### src/rtl/cond_pkg.sv
// Shared condition-code encodings, NZCV bit positions and the ARM condition evaluator.
package cond_pkg;

    localparam logic [3:0] COND_EQ = 4'h0;
    localparam logic [3:0] COND_NE = 4'h1;
    localparam logic [3:0] COND_CS = 4'h2;
    localparam logic [3:0] COND_CC = 4'h3;
    localparam logic [3:0] COND_MI = 4'h4;
    localparam logic [3:0] COND_PL = 4'h5;
    localparam logic [3:0] COND_VS = 4'h6;
    localparam logic [3:0] COND_VC = 4'h7;
    localparam logic [3:0] COND_HI = 4'h8;
    localparam logic [3:0] COND_LS = 4'h9;
    localparam logic [3:0] COND_GE = 4'hA;
    localparam logic [3:0] COND_LT = 4'hB;
    localparam logic [3:0] COND_GT = 4'hC;
    localparam logic [3:0] COND_LE = 4'hD;
    localparam logic [3:0] COND_AL = 4'hE;
    localparam logic [3:0] COND_NV = 4'hF;

    localparam int FLAG_N = 3;
    localparam int FLAG_Z = 2;
    localparam int FLAG_C = 1;
    localparam int FLAG_V = 0;

    function automatic logic cond_eval(input logic [3:0] cond, input logic [3:0] flags);
        logic n, z, c, v;
        logic res;
        n = flags[FLAG_N];
        z = flags[FLAG_Z];
        c = flags[FLAG_C];
        v = flags[FLAG_V];
        res = 1'b0;
        case (cond)
            COND_EQ: res = z;
            COND_NE: res = !z;
            COND_CS: res = c;
            COND_CC: res = !c;
            COND_MI: res = n;
            COND_PL: res = !n;
            COND_VS: res = v;
            COND_VC: res = !v;
            COND_HI: res = c && !z;
            COND_LS: res = !c || z;
            COND_GE: res = (n == v);
            COND_LT: res = (n != v);
            COND_GT: res = !z && (n == v);
            COND_LE: res = z || (n != v);
            COND_AL: res = 1'b1;
            default: res = 1'b0;
        endcase
        return res;
    endfunction

endpackage

### src/rtl/cond_eval_lane.sv
// One combinational query lane: decides hazard vs. pass for a single condition query.
module cond_eval_lane
    import cond_pkg::*;
(
    input  logic       valid_i,
    input  logic [3:0] cond_i,
    input  logic       resolved_i,
    input  logic [3:0] flags_i,
    output logic       pass_o,
    output logic       hazard_o
);

    // AL does not depend on flags, so it can never be stalled by in-flight writers.
    always_comb begin
        hazard_o = valid_i && (cond_i != COND_AL) && !resolved_i;
        pass_o   = valid_i && !hazard_o && cond_eval(cond_i, flags_i);
    end

endmodule

### src/rtl/cond_status_unit.sv
// NZCV status register, in-flight flag-setter tracking and NUM_PORTS registered condition
// queries. Define COND_BYPASS_EN to let a same-cycle flag write resolve queries.
module cond_status_unit
    import cond_pkg::*;
#(
    parameter int NUM_PORTS  = 2,
    parameter int PEND_DEPTH = 3
) (
    input  logic                   clk,
    input  logic                   rst,
    input  logic                   flag_issue_i,
    input  logic                   flag_we_i,
    input  logic [3:0]             flag_wdata_i,
    input  logic [NUM_PORTS-1:0]   q_valid_i,
    input  logic [4*NUM_PORTS-1:0] q_cond_i,
    input  logic                   stall_i,
    output logic [NUM_PORTS-1:0]   r_valid_o,
    output logic [NUM_PORTS-1:0]   r_pass_o,
    output logic [NUM_PORTS-1:0]   r_hazard_o,
    output logic [3:0]             flags_o,
    output logic                   pend_full_o,
    output logic                   err_o
);

    localparam int PEND_W = $clog2(PEND_DEPTH + 1);
    localparam logic [PEND_W-1:0] PEND_MAX = PEND_W'(PEND_DEPTH);

    logic [3:0]           flags_q, flags_d;
    logic [PEND_W-1:0]    pend_q, pend_d;
    logic                 err_q, err_d;
    logic [NUM_PORTS-1:0] r_valid_q, r_valid_d;
    logic [NUM_PORTS-1:0] r_pass_q, r_pass_d;
    logic [NUM_PORTS-1:0] r_hazard_q, r_hazard_d;

    logic                 resolved;
    logic [3:0]           flags_src;
    logic [NUM_PORTS-1:0] lane_pass;
    logic [NUM_PORTS-1:0] lane_hazard;

    // Queries see the count before this cycle's issue: a same-cycle issue is younger.
`ifdef COND_BYPASS_EN
    assign resolved  = (pend_q == '0) || ((pend_q == PEND_W'(1)) && flag_we_i);
    assign flags_src = flag_we_i ? flag_wdata_i : flags_q;
`else
    assign resolved  = (pend_q == '0) && !flag_we_i;
    assign flags_src = flags_q;
`endif

    generate
        for (genvar gi = 0; gi < NUM_PORTS; gi++) begin : g_lane
            cond_eval_lane u_lane (
                .valid_i    (q_valid_i[gi]),
                .cond_i     (q_cond_i[4*gi +: 4]),
                .resolved_i (resolved),
                .flags_i    (flags_src),
                .pass_o     (lane_pass[gi]),
                .hazard_o   (lane_hazard[gi])
            );
        end
    endgenerate

    always_comb begin
        flags_d = flag_we_i ? flag_wdata_i : flags_q;
        pend_d  = pend_q;
        err_d   = err_q;
        // Over/underflow holds the count and latches the sticky protocol error.
        if (flag_issue_i && !flag_we_i) begin
            if (pend_q == PEND_MAX) begin
                err_d = 1'b1;
            end else begin
                pend_d = pend_q + PEND_W'(1);
            end
        end else if (!flag_issue_i && flag_we_i) begin
            if (pend_q == '0) begin
                err_d = 1'b1;
            end else begin
                pend_d = pend_q - PEND_W'(1);
            end
        end
    end

    always_comb begin
        r_valid_d  = r_valid_q;
        r_pass_d   = r_pass_q;
        r_hazard_d = r_hazard_q;
        if (!stall_i) begin
            r_valid_d  = q_valid_i;
            r_pass_d   = lane_pass;
            r_hazard_d = lane_hazard;
        end
    end

    always_ff @(posedge clk) begin
        if (rst) begin
            flags_q    <= '0;
            pend_q     <= '0;
            err_q      <= 1'b0;
            r_valid_q  <= '0;
            r_pass_q   <= '0;
            r_hazard_q <= '0;
        end else begin
            flags_q    <= flags_d;
            pend_q     <= pend_d;
            err_q      <= err_d;
            r_valid_q  <= r_valid_d;
            r_pass_q   <= r_pass_d;
            r_hazard_q <= r_hazard_d;
        end
    end

    assign flags_o     = flags_q;
    assign pend_full_o = (pend_q == PEND_MAX);
    assign err_o       = err_q;
    assign r_valid_o   = r_valid_q;
    assign r_pass_o    = r_pass_q;
    assign r_hazard_o  = r_hazard_q;

endmodule

### config.mk
export PLATFORM = sky130hd
export DESIGN_NAME = cond_status_unit
export DESIGN_NICKNAME = d
export VERILOG_FILES = /design/src/rtl/cond_pkg.sv /design/src/rtl/cond_eval_lane.sv /design/src/rtl/cond_status_unit.sv
export SDC_FILE = /design/constraint.sdc
export NUM_CORES = 1
export LEC_CHECK = 0
export ABC_AREA = 1
export CAP_MARGIN = 20
export CORE_MARGIN = 2
export CORE_UTILIZATION = 41
export DETAILED_ROUTE_END_ITERATION = 12
export PLACE_DENSITY = 0.75
export SLEW_MARGIN = 10
export SYNTH_ARGS = -nofsm -noshare
export SYNTH_HDL_FRONTEND = slang
export SYNTH_HIERARCHICAL = 1
export SYNTH_SLANG_ARGS = --single-unit
### constraint.sdc
create_clock -name clk -period 1.22 [get_ports clk]
set_input_delay 0.244 -clock clk [delete_from_list [all_inputs] [get_ports clk]]
set_output_delay 0.244 -clock clk [all_outputs]
set_load 0.005 [all_outputs]
# Word-level counts from Yosys, hierarchy flattened
# Index checks and enable logic that the tools add are counted.
# totals
n_memories	0
romBits	0
word_cells	85
ram_bits	0
reg_bits	13
out_inout_bits	12
in_bits	19
latch_bits	0
# op_classes
add_sub_neg	2
order_cmp	0
n_eq_ne	36
n_shift	0
muxes	10
div_mod_pow	0
mul	0
n_reduce_logical	31
bitwise	0
# op_table
cell	count
== test 4 bit, second input constant	14
== test 4 x 3 -> 1 bit, second input constant	8
one-hot mux 1 bit (15 select lines)	2
== test 4 x 2 -> 1 bit, second input constant	4
logical AND 1 bit	13
zero test 1 bit	9
== test 4 x 1 -> 1 bit, second input constant	2
zero test 4 bit	2
two-way mux 2 bit	4
inequality test 4 bit, second input constant	2
AND reduction 3 bit	2
two-way mux 1 bit	4
inequality test 2 bit, second input constant	2
nonzero test 2 bit	2
adder 2 x 1 -> 2 bit, second input constant	1
== test 2 bit, second input constant	1
zero test 2 bit	1
logical OR 1 bit	2
inequality test 2 x 1 -> 1 bit, second input constant	1
subtractor 2 x 1 -> 2 bit, second input constant	1
== test 1 bit	1
inequality test 1 bit	1

# Longest topological paths before layout
# depth
word_depth	7
depth_mapped	11

# By module
# The synthesis kept the hierarchy.
# by_module_without_submodules
mod	seq_area_each_um2	cells_per_inst	n_inst	area_each_um2
cond_status_unit	260.2	69	1	508.0
cond_eval_lane	0.0	53	2	219.0

# Worst setup path before layout
# Ideal clock, no wire load.
# synth_path
path_kind	flip-flop to flip-flop
start	register flags_q[3], in the netlist flags_o[3]
end	register r_pass_q[0], in the netlist r_pass_o[0]
arrival_time_ns	1.133
path_stages_with_launch	12
setup_slack_ns	-0.029
setup_ns	0.116
path_cell_list	dfxtp_1 inv_1 nand2_1 nand2_1 nand2_1 nand2_1 nand2_1 nand2_1 nor2_1 a21oi_1 o21ai_0 nor2_1
# synth_between
elab_chain_cells	4
# synth_rtl
item	line	rtl
start: declaration	cond_status_unit.sv:28	logic [3:0] flags_q, flags_d;
start signal: assignment	cond_status_unit.sv:102	flags_q <= flags_d;
inequality test 1 bit / == test 1 bit (equally long branches)	-	
logical OR 1 bit / logical AND 1 bit (equally long branches)	cond_pkg.sv:48, cond_pkg.sv:47	
one-hot mux 1 bit (15 select lines) (*)	cond_pkg.sv:34	case (cond)
logical AND 1 bit (*)	cond_eval_lane.sv:16	pass_o = valid_i && !hazard_o && cond_eval(cond_i, flags_i);
net lane_pass[0]	cond_status_unit.sv:37	logic [NUM_PORTS-1:0] lane_pass;
end signal: assignment	cond_status_unit.sv:106	r_pass_q <= r_pass_d;
end: declaration	cond_status_unit.sv:32	logic [NUM_PORTS-1:0] r_pass_q, r_pass_d;
# Mark *: on every way through the listed nets, which the timed path passes. The rest lies on a longest branch.
# A chain may end at the register's enable or synchronous reset.

# Worst setup path after layout
# Ends and elaborated chain as after synthesis.

==> flow_summary.ini <==
[clock_tree]
cts.path.max_buffers = 2
clock_tree_from_tritoncts = done
cts.hold.buffers_added = 0
numClockSinks = 13
h-tree-depth = 1
clk-insertion-delay-late_ps = 270
clk_tree_root_cell = sky130_fd_sc_hd__clkbuf_4
cts.reportedPaths.clkPinSlew_ps = 80
tritoncts.num_buffers = 3

[sta]
hold_violations = 0
setup_viol_count_final = 2
rsz_0062_raised_after_global_routing = true
finalWorstSetupSlack_ps = -101
slew_headroom_pct = 82.1
fmaxAchievable_ghz = 0.757
final.setup_skew_ps = 4.69
period_share_pct = 108
slew_viol_final = 0
tightestPinTransition_ps = 268
period_needed_ps = 1320

[global_route]
grtUsageTotal_pct = 21.2
number_of_antenna_violations_at_the_first_check_in_global_routing = 0
largest_net_degree_at_the_start_of_global_routing = 12
number_of_global_route_vias_before_repair = 1128
grt.overflow.total = 0
grt_pass1_wl_um = 4310

[detailed_routing]
drt-total-wl_um = 2700
viasPerCell = 5.06
firstDrtPassIters = 6
drc_errors = 0
detail-route-antenna-nets = 0
wire_per_inst_um = 10.8
drtIter0Drc = 28
num_vias = 1265

[logic_synthesis]
synth.net_count = 195
post_synthesis_sequential_element_count = 13
netlist_area_um2 = 946
cell_count_after_synthesis = 175
synth.yosys.seq_area_share_pct = 27.5
synth_cell_type_count = 15
synth_warnings = 6
syn-mean-instance-area_um2 = 5.41

[setup_path]
crit_path_cell_trace = buf_6 > inv_4 > nand2_2 > nand2_2 > nand2_2 > nand2_1 > nand2_1 > nand2_1 > nor2_1 > a21oi_1 > o21ai_1 > nor2_1
path_depth = 12
critical_path.reg2reg.endpoint = r_pass_o[0]$_SDFFE_PP0N_
critical-path-top-delay-family = simple AND/OR/NAND/NOR gates
worstPathArrival_ps = 1530
setup.reg_to_reg.worst_slack_ps = -100
worst_path_max_delay_cell = sky130_fd_sc_hd__dfxtp_4
worst_setup_path_start_kind = register
timing.critical_path.buf_inv = 2
worst_ep_required_time_ps = 1430
worst_r2r_path_depth = 12
endpoint_kind = register
reg2reg_from = flags_o[3]$_SDFFE_PP0P_
critical_path_class = register to register
cp_slowest_stage_delay_ps = 360
critical_path.max_fanout = 3

[floorplanning]
rows = 17
core_area_mm2 = 0.00219
initial_utilization_pct = 43.2
die_area_mm2 = 0.00271
die_y_um = 52.0
floorplan.die.width_um = 52.0
io_pins = 31

[power]
p_leak_uw = 0.000770
max-vdd-ir-drop_v = 0.000589
power_density_mw_per_mm2 = 786

[cells_and_area]
drive_gt1_share_pct = 20.7
final.fill_count = 213
layout-area-overhead-vs-synth_pct = 54.0
nNetsFinal = 243
finish.utilization_pct = 66.5
antenna_diodes = 0

[run_status]
status = complete, but fails checks
violations = setup timing

[place]
numPortBuffers = 30
dp_slack_ps = -468
post-dp-hpwl_um = 1990
routabilityCongestion = 0.863

[hold_path]
timing.hold.worst.class = register to register
worst_hold_path.num_cells = 2
hold_crit_start = err_o$_SDFFE_PP0P_
terminating_pin_of_the_worst_hold_path = err_o$_SDFFE_PP0P_

[job]
maxCapViolations = 0
[repair_timing]
| item | in CTS | in global routing |
|---|---|---|
| gates resized for setup | 44 | 10 |
| hold endpoints to repair | 0 | 0 |
| pin swaps | 0 | 5 |
| setup endpoints to repair | 19 | 5 |
| buffers inserted | 4 | 1 |
[layer usage]
layer / track usage [%] / part of all wire [%] / vias up
met2: 39.7 / 53 / 36
met3: 4.31 / 3.3 / 12
li1: - / - / 649
met5: 0 / 0 / -
met4: 11.4 / 2.2 / 0
met1: 21.6 / 42 / 568
[placed cells by master, fill, tap and decap left out, drive strengths merged]
cell / count
buf: 14
ha: 1
nand2: 49
clkbuf: 5
clkdlybuf4s15: 1
o211ai: 1
nand4: 1
nor3: 3
nand3b: 2
nor2: 39
dlygate4sd2: 19
inv: 26
dfxtp: 13
clkdlybuf4s50: 9
nand3: 18
o21ai: 13
a21oi: 8
[flip-flops by register name (all words and copies together), names as in the netlist]
signal	cells
r_hazard_o	2
err_o	1
flags_o	4
r_valid_o	2
r_pass_o	2
pend_q	2
[synthesized netlist by cell type]
| library cell | instances | area share (%) |
|---|---|---|
| sky130_fd_sc_hd__nand2_1 | 48 | 19 |
| sky130_fd_sc_hd__inv_2 | 4 | 1.6 |
| sky130_fd_sc_hd__nor2_1 | 39 | 15 |
| sky130_fd_sc_hd__nand3_1 | 18 | 9.5 |
| sky130_fd_sc_hd__a21oi_1 | 8 | 4.2 |
| sky130_fd_sc_hd__o211ai_1 | 1 | 0.79 |
| sky130_fd_sc_hd__nand2_2 | 1 | 0.66 |
| sky130_fd_sc_hd__ha_1 | 1 | 1.3 |
| sky130_fd_sc_hd__inv_1 | 22 | 8.7 |
| sky130_fd_sc_hd__buf_1 | 1 | 0.40 |
| sky130_fd_sc_hd__o21ai_0 | 13 | 6.9 |
| sky130_fd_sc_hd__nor3_1 | 3 | 1.6 |
| sky130_fd_sc_hd__nand4_1 | 1 | 0.66 |
| sky130_fd_sc_hd__dfxtp_1 | 13 | 28 |
| sky130_fd_sc_hd__nand3b_1 | 2 | 1.6 |
[worst register-to-register path: stages, from the launching register on]
cell and delay, ps:
sky130_fd_sc_hd__dfxtp_4 360, sky130_fd_sc_hd__buf_6 120, sky130_fd_sc_hd__inv_4 40, sky130_fd_sc_hd__nand2_2 50, sky130_fd_sc_hd__nand2_2 80, sky130_fd_sc_hd__nand2_2 60
sky130_fd_sc_hd__nand2_1 60, sky130_fd_sc_hd__nand2_1 50, sky130_fd_sc_hd__nand2_1 60, sky130_fd_sc_hd__nor2_1 40, sky130_fd_sc_hd__a21oi_1 160, sky130_fd_sc_hd__o21ai_1 70
sky130_fd_sc_hd__nor2_1 110
[how the worst max path moves through the flow]
stage	start	endpoint	slack [ps]
3_3_place_gp	q_cond_i[7]	r_pass_o[1]$_SDFFE_PP0N_	-430
3_5_place_dp	q_cond_i[3]	r_pass_o[0]$_SDFFE_PP0N_	-470
2_1_floorplan	flags_o[1]$_SDFFE_PP0P_	r_pass_o[0]$_SDFFE_PP0N_	20
5_1_grt	flags_o[3]$_SDFFE_PP0P_	r_pass_o[0]$_SDFFE_PP0N_	-190
6_report	flags_o[3]$_SDFFE_PP0P_	r_pass_o[0]$_SDFFE_PP0N_	-100
4_1_cts	flags_o[3]$_SDFFE_PP0P_	r_pass_o[1]$_SDFFE_PP0N_	-70
[through the flow]
step           instance area (µm²)  hold slack [ps]  std cells  TNS (ps)  total power [µW]
2_1_floorplan                  948              313        175         0               667
3_3_place_gp                  1350              463        241     -2340               853
3_5_place_dp                  1350              465        241     -2520               863
4_1_cts                       1430              484        249      -129              1130
5_1_grt                       1460              519        250      -348              1220
6_report                      1460              475        250      -154              1140
[cells by family after synthesis]
group                      after synthesis  synth area share, %
AOI/OAI and AO/OA                       22                 11.9
adders and majority gates                1                 1.32
buffers and inverters                   27                 10.7
DFF                                     13                 27.5
and+or+nand+nor                        112                 48.5
[power breakdown]
group,switching (µW),internal (µW)
combinational,202,192
clock,141,127
sequential,26.9,455
[layout make-up]
class                      count  area (µm²)  area share (%)
inverter                      26         100            6.87
sequential                    13         282            19.3
tap                           28        35.0            2.41
timing repair buffer          44         397            27.2
clock buffer                   4        26.3            1.80
multi-input combinational    135         617            42.4
Power figures use the tool's default switching activity.
